--- config.mk ---
export PLATFORM = sky130hd
export DESIGN_NAME = alu_sequencer
export DESIGN_NICKNAME = d
export VERILOG_FILES = /design/src/rtl/alu_sequencer.sv
export SDC_FILE = /design/constraint.sdc
export NUM_CORES = 1
export LEC_CHECK = 0
export BUFFER_PORTS_ARGS = -buffer_cell sky130_fd_sc_hd__buf_2
export CAP_MARGIN = 20
export CELL_PAD_IN_SITES_DETAIL_PLACEMENT = 1
export CELL_PAD_IN_SITES_GLOBAL_PLACEMENT = 2
export CORE_ASPECT_RATIO = 0.75
export CORE_MARGIN = 10
export CORE_UTILIZATION = 23
export DETAILED_ROUTE_END_ITERATION = 10
export PLACE_DENSITY = 0.83
export SYNTH_ARGS = -nofsm -noshare
export SYNTH_HDL_FRONTEND = slang
export SYNTH_SLANG_ARGS = --single-unit
--- constraint.sdc ---
create_clock -name clk -period 1.4 [get_ports clk]
set_input_delay 0.21 -clock clk [delete_from_list [all_inputs] [get_ports clk]]
set_output_delay 0.21 -clock clk [all_outputs]
set_load 0.01 [all_outputs]
--- src/rtl/alu_sequencer.sv ---
// Purpose: three-state (IDLE/EXEC/RESP) sequencer that decodes an op class, drives an external ALU and holds its result; ALU_ILLEGAL_TRAP_EN enables illegal-op trapping.
// Latency: result valid in the second cycle after the accept cycle; one op per three cycles at best.
// Backpressure: in_ready only in IDLE; RESP holds result/flags until out_valid && out_ready.
module alu_sequencer (
    input  logic        clk,
    input  logic        rst_n,
    input  logic        in_valid,
    output logic        in_ready,
    input  logic [1:0]  alu_op,
    input  logic [2:0]  funct3,
    input  logic        funct7_5,
    input  logic [31:0] rs1_val,
    input  logic [31:0] rs2_val,
    output logic [31:0] alu_a1,
    output logic [31:0] alu_a2,
    output logic [3:0]  alu_ctrl,
    input  logic [31:0] alu_out,
    input  logic        alu_zero,
    output logic        out_valid,
    input  logic        out_ready,
    output logic [31:0] result,
    output logic        branch_taken,
    output logic        illegal
);

    localparam logic [1:0] IDLE = 2'b00;
    localparam logic [1:0] EXEC = 2'b01;
    localparam logic [1:0] RESP = 2'b10;

    localparam logic [3:0] CTRL_AND = 4'b0000;
    localparam logic [3:0] CTRL_OR  = 4'b0001;
    localparam logic [3:0] CTRL_ADD = 4'b0010;
    localparam logic [3:0] CTRL_SUB = 4'b0110;

    typedef struct packed {
        logic [3:0] ctrl;
        logic       is_branch;
    } dec_t;

    logic [1:0]  state;
    dec_t        dec;
    logic        op_branch;
    logic [31:0] exec_result;
    logic        exec_taken;

`ifdef ALU_ILLEGAL_TRAP_EN
    logic        dec_illegal;
    logic        op_illegal;
    logic        illegal_r;
`endif

    assign in_ready  = (state == IDLE);
    assign out_valid = (state == RESP);

    // Undecodable ops fall back to add so the ALU still sees a defined function.
    always_comb begin
        dec.ctrl      = CTRL_ADD;
        dec.is_branch = 1'b0;
`ifdef ALU_ILLEGAL_TRAP_EN
        dec_illegal   = 1'b0;
`endif
        case (alu_op)
            2'b00: dec.ctrl = CTRL_ADD;
            2'b01: begin
                dec.ctrl      = CTRL_SUB;
                dec.is_branch = 1'b1;
            end
            2'b10: begin
                case (funct3)
                    3'b000:  dec.ctrl = funct7_5 ? CTRL_SUB : CTRL_ADD;
                    3'b111:  dec.ctrl = CTRL_AND;
                    3'b110:  dec.ctrl = CTRL_OR;
                    default: begin
                        dec.ctrl = CTRL_ADD;
`ifdef ALU_ILLEGAL_TRAP_EN
                        dec_illegal = 1'b1;
`endif
                    end
                endcase
            end
            default: begin
                dec.ctrl = CTRL_ADD;
`ifdef ALU_ILLEGAL_TRAP_EN
                dec_illegal = 1'b1;
`endif
            end
        endcase
    end

`ifdef ALU_ILLEGAL_TRAP_EN
    assign exec_result = op_illegal ? 32'd0 : alu_out;
    assign exec_taken  = op_branch && alu_zero && !op_illegal;
`else
    assign exec_result = alu_out;
    assign exec_taken  = op_branch && alu_zero;
`endif

    always_ff @(posedge clk or negedge rst_n) begin
        if (!rst_n) begin
            state        <= IDLE;
            alu_a1       <= 32'd0;
            alu_a2       <= 32'd0;
            alu_ctrl     <= CTRL_AND;
            op_branch    <= 1'b0;
            result       <= 32'd0;
            branch_taken <= 1'b0;
        end else begin
            case (state)
                IDLE: begin
                    if (in_valid) begin
                        alu_a1    <= rs1_val;
                        alu_a2    <= rs2_val;
                        alu_ctrl  <= dec.ctrl;
                        op_branch <= dec.is_branch;
                        state     <= EXEC;
                    end
                end
                EXEC: begin
                    result       <= exec_result;
                    branch_taken <= exec_taken;
                    state        <= RESP;
                end
                RESP: begin
                    if (out_ready) begin
                        state <= IDLE;
                    end
                end
                default: state <= IDLE;
            endcase
        end
    end

`ifdef ALU_ILLEGAL_TRAP_EN
    always_ff @(posedge clk or negedge rst_n) begin
        if (!rst_n) begin
            op_illegal <= 1'b0;
            illegal_r  <= 1'b0;
        end else begin
            if (state == IDLE && in_valid) begin
                op_illegal <= dec_illegal;
            end
            if (state == EXEC) begin
                illegal_r <= op_illegal;
            end
        end
    end

    assign illegal = illegal_r;
`else
    assign illegal = 1'b0;
`endif

endmodule

==> results of run 1 <==
[through the flow]
step / cell area, um2 / util, %
after floorplan: 3978 / -
after global placement: 5313 / 31.48
after detailed placement: 5313 / 31.48
after CTS: 5634 / 33.38
after global routing: 5672 / 33.61
final: 5672 / 33.61
[registers in the layout, indices dropped and copies added, names as in the netlist]
signal,cells
op_branch,1
alu_a2,32
result,32
alu_a1,32
state,2
alu_ctrl,3
branch_taken,1
[what timing repair did]
| action | CTS | global route |
|---|---|---|
| hold endpoints to repair | 103 | 0 |
| cloned | 0 | 1 |
| hold buffers | 1 | 0 |
| endpoints found under the setup margin | 69 | 44 |
| gates resized for setup | 5 | 3 |
| pin swaps | 0 | 1 |
[worst reg2reg max path: stages (launching register included)]
cell	delay, ns
dfrtp_1	0.38
or3b_4	0.47
buf_12	0.20
o31ai_2	0.23
[power groups by stage]
stage,logic (uW),clock network [uW],registers (uW)
after floorplan,2050,0,5840
after global placement,5180,0,5160
after detailed placement,5370,0,5220
after CTS,5420,2620,5200
after global routing,5930,2750,5370
final,5330,2480,5180
[placed cells by master (no fill, tap or decap), types with 2 or more instances in the layout]
master,instances
inv_1,2
clkinv_4,2
dfrtp_1,103
ha_1,2
clkbuf_1,2
mux2_2,32
buf_2,206
clkinvlp_4,2
buf_12,6
o21ai_0,2
buf_4,6
nor2_1,3
nand2_1,200
conb_1,2
clkbuf_16,10
[cells by family after synthesis]
| kind of cell | after synthesis | synth area share [%] |
|---|---|---|
| buffers and inverters | 25 | 3.809 |
| DFF | 103 | 64.86 |
| AOI/OAI and AO/OA | 6 | 1.417 |
| other | 1 | 0.09437 |
| muxes | 32 | 9.068 |
| adders and majority gates | 2 | 0.6296 |
| and+or+nand+nor | 209 | 20.12 |
[final cells by class]
class	instances	area share (%)
antenna	1	0.04412
clock buffer	11	4.103
clock inverter	5	1.037
inverter	4	0.3530
multi-input combinational	251	22.37
sequential	103	45.44
tap	215	4.743
timing repair buffer	221	21.91
[per-layer routing]
metal,global-route usage (%),part of all wire (%)
met5,0,0
met4,3.918,1.6
met1,12.45,40
met3,4.310,8.0
met2,20.26,50
[final timing paths]
| kind | startpoint | endpoint | slack, ns | depth (start not counted) |
|---|---|---|---|---|
| min in group asynchronous | rst_n | alu_a1[20]$_DFFE_PN0P_ | 0.49 | 3 |
| max reg2reg | state[0]$_DFFE_PN0P_ | alu_ctrl[2]$_DFFE_PN0P_ | 0.05 | 3 |
| min | rs1_val[11] | alu_a1[11]$_DFFE_PN0P_ | 0.05 | 3 |
| min reg2reg | alu_a2[2]$_DFFE_PN0P_ | alu_a2[2]$_DFFE_PN0P_ | 0.47 | 2 |
| max in group asynchronous | rst_n | result[29]$_DFFE_PN0N_ | 0.48 | 3 |
| max | state[0]$_DFFE_PN0P_ | out_valid | 0.04 | 4 |
==> impl_metrics.py, run 1 <==
metrics = {
    "floorplan": {
        "core_region_area_mm2": 0.01688,
        "num_rows": 41,
        "die_x_um": 171.8,
        "start_util_pct": 23.55,
        "fp.dieH_um": 133.8,
        "die-area_mm2": 0.02299,
        "io_pins": 211,
    },
    "power_and_ir_drop": {
        "intPower_uw": 8188,
        "power_uw": 12990,
        "clkPwrFrac_pct": 19.1,
        "p_switching_uw": 4800,
        "peakVddDrop_uv": 602.0,
        "p_seq_share_pct": 39.9,
        "switching_share_pct": 36.95,
        "combPwrFrac_pct": 41.0,
        "p_leak_uw": 0.003113,
        "power.density_mw_per_mm2": 2290,
    },
    "sta": {
        "clock_skew_ns": 0.006713,
        "drv_slew": 0,
        "max_freq_mhz": 736.4,
        "period_needed_ns": 1.358,
        "max_slew_margin_pct": 62.32,
        "tightestPinTransition_ns": 0.5652,
        "hold_viol_final": 0,
        "timing.final.ws_setup_ns": 0.04212,
        "rsz0062_at_grt": "true",
        "holdWs_ns": 0.05396,
        "timing.setup.tns_ns": 0,
        "fin_crit_sh_pct": 96.99,
        "setup_violations": 0,
    },
    "finish": {
        "ff_latch_area_mm2": 0.002577,
        "nFillCells": 1972,
        "syn2layout_area_growth_pct": 42.73,
        "drive_above_1_share_pct": 46.05,
        "multi_input_area_mm2": 0.001269,
        "nets": 699,
        "instances_no_fill": 811,
    },
    "critical_path": {
        "worstPathMaxFanout": 3,
        "crit_chain": "buf_4 > nand2b_4 > inv_2 > buf_6",
        "critPathMaxStageDelay_ns": 0.38,
        "worst_path_max_delay_cell": "dfrtp_1",
        "worstPathBufferInverterCount": 3,
        "startpoint_type": "flop",
        "worst_ep_arrival_time_ns": 1.15,
        "critical-path-top-delay-family": "flip-flops",
        "cp.required_ns": 1.19,
        "path_class": "flop to output port",
        "end_kind": "output port",
    },
    "logic_synthesis": {
        "synth_cells": 378,
        "yosys_warnings": 0,
        "yosysUniqueCellTypes": 21,
        "synthTopCellsByCount": "nand2_1 (200), dfrtp_1 (103), mux2_2 (32)",
        "ys.flop_type": "dfrtp_1",
        "synthArstFlopShare_pct": 100.0,
        "synth.avg_cell_area_um2": 10.51,
        "yosysTopAreaCell": "dfrtp_1",
        "synth_edf_count": 0,
        "ys_seq_area_share_pct": 64.86,
        "yosysTopAreaCellShare_pct": 64.86,
        "synth.area.top_cells": "dfrtp_1 (65%), nand2_1 (19%), mux2_2 (9.1%)",
        "yosys.cell_count.top_type": "nand2_1",
        "netlist_area_mm2": 0.003974,
        "ys_ff_latch": 103,
    },
    "routing": {
        "routedWlPerCell_um": 16.65,
        "drc": 0,
        "via_per_inst": 4.116,
        "drt_first_pass_iters": 4,
        "ant_nets": 0,
        "drtIter0Drc": 151,
        "via_count": 3338,
        "routed_wirelength_um": 13510,
    },
    "cts": {
        "ctsHtreeMaxLevel": 3,
        "cts_root_buffer": "clkbuf_16",
        "clk_pin_slew_worst_paths_ns": 0.07,
        "clockBufferDepth": 2,
        "cts_tree": "built",
        "clk-insertion-delay-late_ns": 0.34,
        "cts_sinks": 103,
        "postCtsSetupRepairBufs": 0,
        "cts_buffers": 9,
    },
    "flow_run": {
        "cap_violations": 0,
    },
    "global_routing": {
        "antenna_found_initial": 1,
        "grt_usage_pct": 11.52,
        "grt_max_degree": 104,
        "grt_pass1_vias": 3868,
        "grt.overflow.total": 0,
        "grt_pass1_wl_um": 20820,
    },
    "min_path": {
        "worstHoldPathType": "input port to flop",
    },
    "place": {
        "hpwl_um": 10470,
        "gp_congestion": 0.7589,
        "post-place-ws_ns": -0.1498,
        "port_buffers": 208,
        "place_inst": 792,
    },
    "run_status": {
        "status": "finished, final reports clean",
    },
}
No activity file was read; power rests on OpenSTA's default activity.
==> run 2, diff against run 1 <==
==> constraint.sdc (replaced) <==
create_clock -name clk -period 1.2 [get_ports clk]
set_input_delay 0.18 -clock clk [delete_from_list [all_inputs] [get_ports clk]]
set_output_delay 0.18 -clock clk [all_outputs]
set_load 0.01 [all_outputs]
==> run 2 against run 1 <==
Compared with the run above:
- the flow now finishes with violations (setup timing)
- die area stayed put
- first-iteration DRC count is 15% higher
- via count is 2.4% higher
- wire length is 5.5% higher
- utilization is 1.7 points higher
- sequential power is 17% higher
- critical endpoint is now alu_a2[31]$_DFFE_PN0P_
- highest routed layer unchanged
==> impl_metrics.py, run 2 (same netlist as run 1, synthesis figures left out) <==
metrics = {
    "sta": {
        "hold_viol_final": 0,
        "holdWs_ns": 0.02399,
        "max_freq_mhz": 716.3,
        "fin_crit_sh_pct": 116.3,
        "period_needed_ns": 1.396,
        "drv_slew": 0,
        "clock_skew_ns": 0.003822,
        "setup_violations": 105,
        "timing.setup.tns_ns": -16.79,
        "rsz0062_at_grt": "true",
        "timing.final.ws_setup_ns": -0.1961,
    },
    "critical_path": {
        "reg2reg_slack_ns": -0.20,
        "path_class": "flop to flop",
        "startpoint_type": "flop",
        "worstPathMaxFanout": 22,
        "worst_ep_arrival_time_ns": 1.63,
        "end_kind": "flop",
        "cp.required_ns": 1.43,
    },
    "routing": {
        "drt_first_pass_iters": 4,
        "ant_nets": 0,
        "via_per_inst": 4.170,
        "via_count": 3419,
        "routedWlPerCell_um": 17.37,
        "drtIter0Drc": 174,
        "routed_wirelength_um": 14240,
        "drc": 0,
    },
    "global_routing": {
        "grt_usage_pct": 12.05,
        "antenna_found_initial": 0,
        "grt_max_degree": 53,
        "grt.overflow.total": 0,
        "grt_pass1_vias": 3960,
        "grt_pass1_wl_um": 21780,
    },
    "finish": {
        "syn2layout_area_growth_pct": 49.81,
        "drive_above_1_share_pct": 49.09,
        "top_regs": "alu_a1 x32, alu_a2 x32, result x32",
        "nets": 709,
        "insertedDiodeCount": 0,
        "mostFrequentLayoutCells": "buf_2 (206), nand2_1 (188), dfrtp_1 (103)",
        "layout_commonest_cell": "buf_2",
    },
    "power_and_ir_drop": {
        "p_leak_uw": 0.003250,
        "peakVddDrop_uv": 868.0,
        "power_uw": 16270,
        "power.density_mw_per_mm2": 2732,
    },
    "place": {
        "gp_congestion": 0.7663,
        "hpwl_um": 10670,
        "post-place-ws_ns": -0.2863,
        "port_buffers": 208,
    },
    "cts": {
        "cts_buffers": 9,
        "clk_pin_slew_worst_paths_ns": 0.07,
        "cts_root_buffer": "clkbuf_16",
        "ctsHtreeMaxLevel": 3,
        "cts_sinks": 103,
        "clockBufferDepth": 2,
        "cts_tree": "built",
        "clk-insertion-delay-late_ns": 0.34,
    },
    "floorplan": {
        "die-area_mm2": 0.02299,
        "fp.dieH_um": 133.8,
        "num_rows": 41,
        "die_x_um": 171.8,
        "io_pins": 211,
        "start_util_pct": 23.55,
        "core_region_area_mm2": 0.01688,
    },
    "run_status": {
        "violations": "setup timing",
        "status": "finished, violations left",
    },
    "min_path": {
        "worstHoldPathType": "input port to flop",
    },
    "flow_run": {
        "cap_violations": 0,
    },
}
-- run 2: critical path: stages, from the launching register on --
cell	delay, ns
dfrtp_1	0.40
or3b_4	0.42
buf_12	0.16
buf_12	0.15
nand2_1	0.08
nand2_1	0.07
-- run 2: area by class of cell --
cell class	instances	area, um2
tap	215	269.0
clock buffer	10	239.0
fill	1977	10920
multi-input combinational	251	1321
sequential	103	2577
timing repair buffer	231	1419
inverter	4	20.02
clock inverter	6	107.6
-- run 2: path summary, 6_finish.rpt --
kind	start	end	cells past startpoint
worst max-delay path	state[1]$_DFFE_PN0P_	alu_a2[31]$_DFFE_PN0P_	5
worst min-delay path	out_ready	state[1]$_DFFE_PN0P_	2
worst max register to register	state[1]$_DFFE_PN0P_	alu_a2[31]$_DFFE_PN0P_	5
worst min register to register	alu_a1[27]$_DFFE_PN0P_	alu_a1[27]$_DFFE_PN0P_	2
max in group asynchronous	rst_n	alu_a1[7]$_DFFE_PN0P_	3
min in group asynchronous	rst_n	result[18]$_DFFE_PN0N_	3
-- run 2: metrics by stage --
stage                     cell area [um2]  utilization [%]  std cells
after floorplan                      4028                -        379
after detailed placement             5373            31.83        795
after global placement               5373            31.83        795
after global routing                 5953            35.27        820
after CTS                            5829            34.54        816
final                                5953            35.27        820
-- run 2: power by group --
part           internal (uW)  switching, uW
Sequential              5160            917
Clock                   2090           1320
Combinational           3140           3640
Total                  10400           5880
-- run 2: metal layers --
metal  global-route usage [%]  part of all wire [%]  routed length, um
met1                    13.91                    42               6019
met2                    20.54                    49               6981
met3                    4.075                   7.2               1023
met4                    3.870                   1.5                219
met5                        0                     0                  0
-- run 2: what timing repair did --
item | 4_1_cts | 5_1_grt
resized for setup | 9 | 17
hold buffers | 2 | 0
endpoints found under the setup margin | 104 | 105
gates cloned | 2 | 3
endpoints found under the hold margin | 104 | 0
buffers inserted | 1 | 1
